**config.mk**
```make
export PLATFORM = sky130hd
export DESIGN_NAME = fifo_rd_stream
export DESIGN_NICKNAME = d
export VERILOG_FILES = /design/src/rtl/fifo_rd_stream.sv
export SDC_FILE = /design/constraint.sdc
export NUM_CORES = 1
export LEC_CHECK = 0
export CAP_MARGIN = 20
export CORE_AREA = 5 5 116 118
export CTS_CLUSTER_SIZE = 16
export DETAILED_ROUTE_END_ITERATION = 10
export DIE_AREA = 0 0 121 123
export GPL_TIMING_DRIVEN = 0
export HOLD_SLACK_MARGIN = 0.02
export PLACE_DENSITY = 0.63
export SLEW_MARGIN = 10
export SYNTH_ARGS = -nofsm -noshare
export SYNTH_HDL_FRONTEND = slang
export SYNTH_SLANG_ARGS = --single-unit
export TNS_END_PERCENT = 50
```
**constraint.sdc**
```tcl
create_clock -name clk -period 8.2 [get_ports clk]
set_clock_uncertainty 0.1 [all_clocks]
set_input_delay 1.64 -clock clk [delete_from_list [all_inputs] [get_ports clk]]
set_output_delay 1.64 -clock clk [all_outputs]
set_load 0.005 [all_outputs]
```
**src/rtl/fifo_rd_stream.sv**
```systemverilog
// Read-side consumer of the async FIFO: pops FWFT words into a 2-entry skid buffer and
// presents them as a registered valid/ready stream with packet framing and a beat count.
//
// state | meaning
// EMPTY | no word buffered, m_valid low
// ONE   | head holds a word, skid free
// TWO   | head and skid both hold words, popping stalls
module fifo_rd_stream #(
    parameter int WIDTH    = 32,
    parameter int PKTLEN   = 16,
    parameter int CNTWIDTH = 16
) (
    input  logic                clk,
    input  logic                rst,
    input  logic                enable,
    input  logic                rempty,
    input  logic [WIDTH-1:0]    rdata,
    output logic                rpop,
    output logic [WIDTH-1:0]    m_data,
    output logic                m_valid,
    input  logic                m_ready,
    output logic                m_last,
    output logic [CNTWIDTH-1:0] word_cnt
);

    typedef enum logic [1:0] {
        EMPTY = 2'd0,
        ONE   = 2'd1,
        TWO   = 2'd2
    } occ_t;

    localparam logic [15:0] BEAT_LAST = 16'(PKTLEN - 1);

    occ_t             state, state_nx;
    logic [WIDTH-1:0] head, skid;
    logic [15:0]      beat;
    logic             pop, take;
    logic             load_head, load_skid, shift_skid;

    // Gating with rst keeps the FIFO untouched while the buffer is being discarded.
    assign pop     = enable & ~rempty & (state != TWO) & ~rst;
    assign rpop    = pop;
    assign m_valid = (state != EMPTY);
    assign take    = m_valid & m_ready;
    assign m_data  = head;
    assign m_last  = m_valid & (beat == BEAT_LAST);

    always_ff @(posedge clk or posedge rst) begin
        if (rst) state <= EMPTY;
        else     state <= state_nx;
    end

    always_comb begin
        state_nx   = state;
        load_head  = 1'b0;
        load_skid  = 1'b0;
        shift_skid = 1'b0;
        case (state)
            EMPTY: begin
                if (pop) begin
                    state_nx  = ONE;
                    load_head = 1'b1;
                end
            end
            ONE: begin
                if (pop && !take) begin
                    state_nx  = TWO;
                    load_skid = 1'b1;
                end else if (take && !pop) begin
                    state_nx = EMPTY;
                end else if (take && pop) begin
                    load_head = 1'b1;
                end
            end
            TWO: begin
                if (take) begin
                    state_nx   = ONE;
                    shift_skid = 1'b1;
                end
            end
            default: state_nx = EMPTY;
        endcase
    end

    always_ff @(posedge clk or posedge rst) begin
        if (rst) begin
            head <= '0;
            skid <= '0;
        end else begin
            if (load_head)       head <= rdata;
            else if (shift_skid) head <= skid;
            if (load_skid)       skid <= rdata;
        end
    end

    always_ff @(posedge clk or posedge rst) begin
        if (rst) begin
            beat     <= '0;
            word_cnt <= '0;
        end else if (take) begin
            beat     <= (beat == BEAT_LAST) ? 16'd0 : beat + 16'd1;
            word_cnt <= word_cnt + CNTWIDTH'(1);
        end
    end

endmodule

```
==> impl_metrics.py <==
metrics = {
    "outcome": {
        "status": "finished clean",
    },
    "cts": {
        "cts_resized": 0,
        "clkTransAtPathRegs_ns": 0.06,
        "holdBufCountCts": 0,
        "numClockSinks": 98,
        "root_buffer": "clkbuf_16",
        "clockBufferDepth": 2,
        "cts_max_level": 3,
        "cts_tree": "built",
        "post_cts_buffers": 0,
        "clock_latency_ns": 0.33,
        "cts_buffers": 9,
    },
    "worst_setup_path": {
        "critPathBufInv": 2,
        "cp-start-kind": "input port",
        "crit_cells": 4,
        "r2r_cells": 5,
        "cp.required_ns": 6.46,
        "endpoint": "rpop",
        "crit_family": "buffers and inverters",
        "cp.arrival_ns": 3.18,
        "crit_top_cell": "clkdlybuf4s50_1",
        "startpoint": "rst",
        "path_cells": "clkdlybuf4s50_1, or3b_4, nor2_1, clkdlybuf4s50_1",
        "slowest_stage": "clkdlybuf4s50_1",
        "cp_max_fo": 4,
        "cpPeakStageDelay_ns": 0.53,
        "r2r_slack_ns": 6.38,
        "r2r_start": "word_cnt[0]",
        "regToRegEndpoint": "word_cnt[14]",
        "crit_path_end_kind": "primary output",
        "path_class": "in -> out",
    },
    "yosys": {
        "synth_area_mm2": 0.00420,
        "ys_seq_area_share_pct": 58.4,
        "ys_types": 35,
        "syn_nets": 368,
        "synth_top_cell_by_area": "dfrtp_1",
        "ys_top_cells_by_count": "dfrtp_1, a21o_1, a22o_1, mux2_2, nand2_1",
        "syn_avg_cell_area_um2": 12.8,
        "synth_flop_cell": "dfrtp_1",
        "synth_edf_count": 0,
        "yosys_warnings": 0,
        "syn_inst": 329,
        "yosysMostFrequentCell": "dfrtp_1",
        "synth_area_leaders": "dfrtp_1, mux2_2, a22o_1",
        "synth_seq_cells": 98,
        "synth_async_sr_flop_share_pct": 100,
        "synth_top_area_share_pct": 58.4,
    },
    "placed_design": {
        "port_buffers": 86,
        "place_congestion": 0.798,
        "hpwl_um": 6240,
        "dpl.cell_count": 588,
    },
    "grt": {
        "grt_pass1_wl_um": 14400,
        "grt_usage_pct": 12.1,
        "antenna_found_initial": 0,
        "overflow": 0,
        "grt_max_degree": 64,
        "grt_pass1_vias": 2887,
    },
    "route": {
        "vias_per_cell": 4.80,
        "drc": 0,
        "ant_nets": 0,
        "drt-initial-drc-count": 156,
        "wl_um": 8800,
        "wl_per_cell_um": 14.6,
        "vias": 2901,
        "firstDrtPassIters": 4,
    },
    "layout": {
        "final_util_pct": 45.2,
        "drive_above_1_share_pct": 17.4,
        "diodes": 0,
        "fin_cells": 604,
        "nNetsFinal": 466,
        "syn_to_final_growth_pct": 33.2,
    },
    "run": {
        "maxCapViolCount": 0,
    },
    "die": {
        "die_area_mm2": 0.0149,
        "die_h_um": 123,
        "fp.dieW_um": 121,
        "fp.coreArea_mm2": 0.0124,
        "io_pins": 88,
        "row_count": 41,
        "start_util_pct": 34.0,
    },
    "power": {
        "p_int_uw": 992,
        "leakagePower_nw": 2.68,
        "pwr-share-comb_pct": 19.4,
        "pwr-share-clk_pct": 31.4,
        "power_frac_seq_pct": 49.2,
        "swShare_pct": 25.1,
        "ir_worst_vdd_mv": 0.103,
        "p_switching_uw": 332,
        "powerDensity_mw_per_mm2": 237,
    },
    "timing": {
        "rsz0062_at_grt": "no",
        "final.period_utilization_pct": 60.0,
        "fmax_ghz": 0.203,
        "finalSetupViolCount": 0,
        "tns_ns": 0,
        "maxSlewHeadroom_pct": 47.5,
        "drv_slew": 0,
        "min_period_ns": 4.92,
        "final-hold-violation-count": 0,
        "worstMarginPinSlew_ns": 0.788,
    },
    "worst_hold_path": {
        "min-delay-path-class": "reg -> reg",
    },
}
[registers in the layout, indices dropped and copies added (netlist names)]
signal	flops
beat	16
state	2
word_cnt	16
m_data	32
skid	32
[metal layers]
layer / GRT usage [%] / share of wire, %
met5: 0 / 0
met4: 4.18 / 1.6
met3: 3.34 / 6.0
met2: 18.6 / 46
met1: 16.7 / 46
[stage by stage]
stage / worst slack, ns / total power, mW / hold slack [ns] / instance area, µm²
global placement: 2.35 / 0.910 / 0.357 / 5270
floorplan: 3.90 / 0.772 / 0.343 / 4200
finish: 3.28 / 1.32 / 0.373 / 5590
global route: 3.21 / 1.40 / 0.397 / 5590
detailed placement: 3.26 / 0.920 / 0.364 / 5300
CTS: 3.26 / 1.35 / 0.377 / 5590
[final cells by class]
class / instances / area, µm²
plain buffers: 17 / 104
clock buffers: 10 / 229
clock inverters: 6 / 66.3
fillers: 1155 / 6770
inverters: 2 / 10.0
multi-input cells: 212 / 1630
flip-flops and latches: 98 / 2450
well taps: 172 / 215
repair buffers: 87 / 881
[power groups by stage]
stage	Combinational (mW)	Clock [mW]	Sequential (mW)
3_5_place_dp	0.261	0	0.659
4_1_cts	0.262	0.433	0.651
6_report	0.256	0.416	0.651
5_1_grt	0.283	0.453	0.664
3_3_place_gp	0.254	0	0.655
2_1_floorplan	0.122	0	0.650
[cells in the final DEF, fill, tap and decap left out, types with 8 or more instances in the layout]
cell type	instances
dfrtp_1	98
clkdlybuf4s50_1	86
a22o_1	32
a21o_1	32
mux2_2	32
nand2_1	19
xnor2_1	18
buf_2	14
nand4_1	12
nor2_1	12
xor2_1	11
clkbuf_16	9
nand3_1	8
[cells by family after synthesis]
logic type / count (synthesis) / share of synthesized area, %
multiplexers: 33 / 8.82
adder cells (fa/ha/maj): 2 / 0.596
AO/OA/AOI/OAI: 71 / 13.5
flip-flops: 98 / 58.4
buffers and inverters: 19 / 2.65
XOR/XNOR: 29 / 6.05
AND/OR/NAND/NOR: 77 / 9.96
[how the worst min path moves through the flow]
| stage | startpoint | to | slack, ns | depth (start not counted) |
|---|---|---|---|---|
| floorplan | beat[15] | beat[15] | 0.34 | 1 |
| global placement | m_data[12] | m_data[12] | 0.36 | 1 |
| detailed placement | m_data[0] | m_data[0] | 0.36 | 1 |
| CTS | beat[15] | beat[15] | 0.38 | 1 |
| global route | beat[15] | beat[15] | 0.40 | 1 |
| finish | m_data[0] | m_data[0] | 0.37 | 1 |
Note: power is estimated with default switching activity, not from simulation.
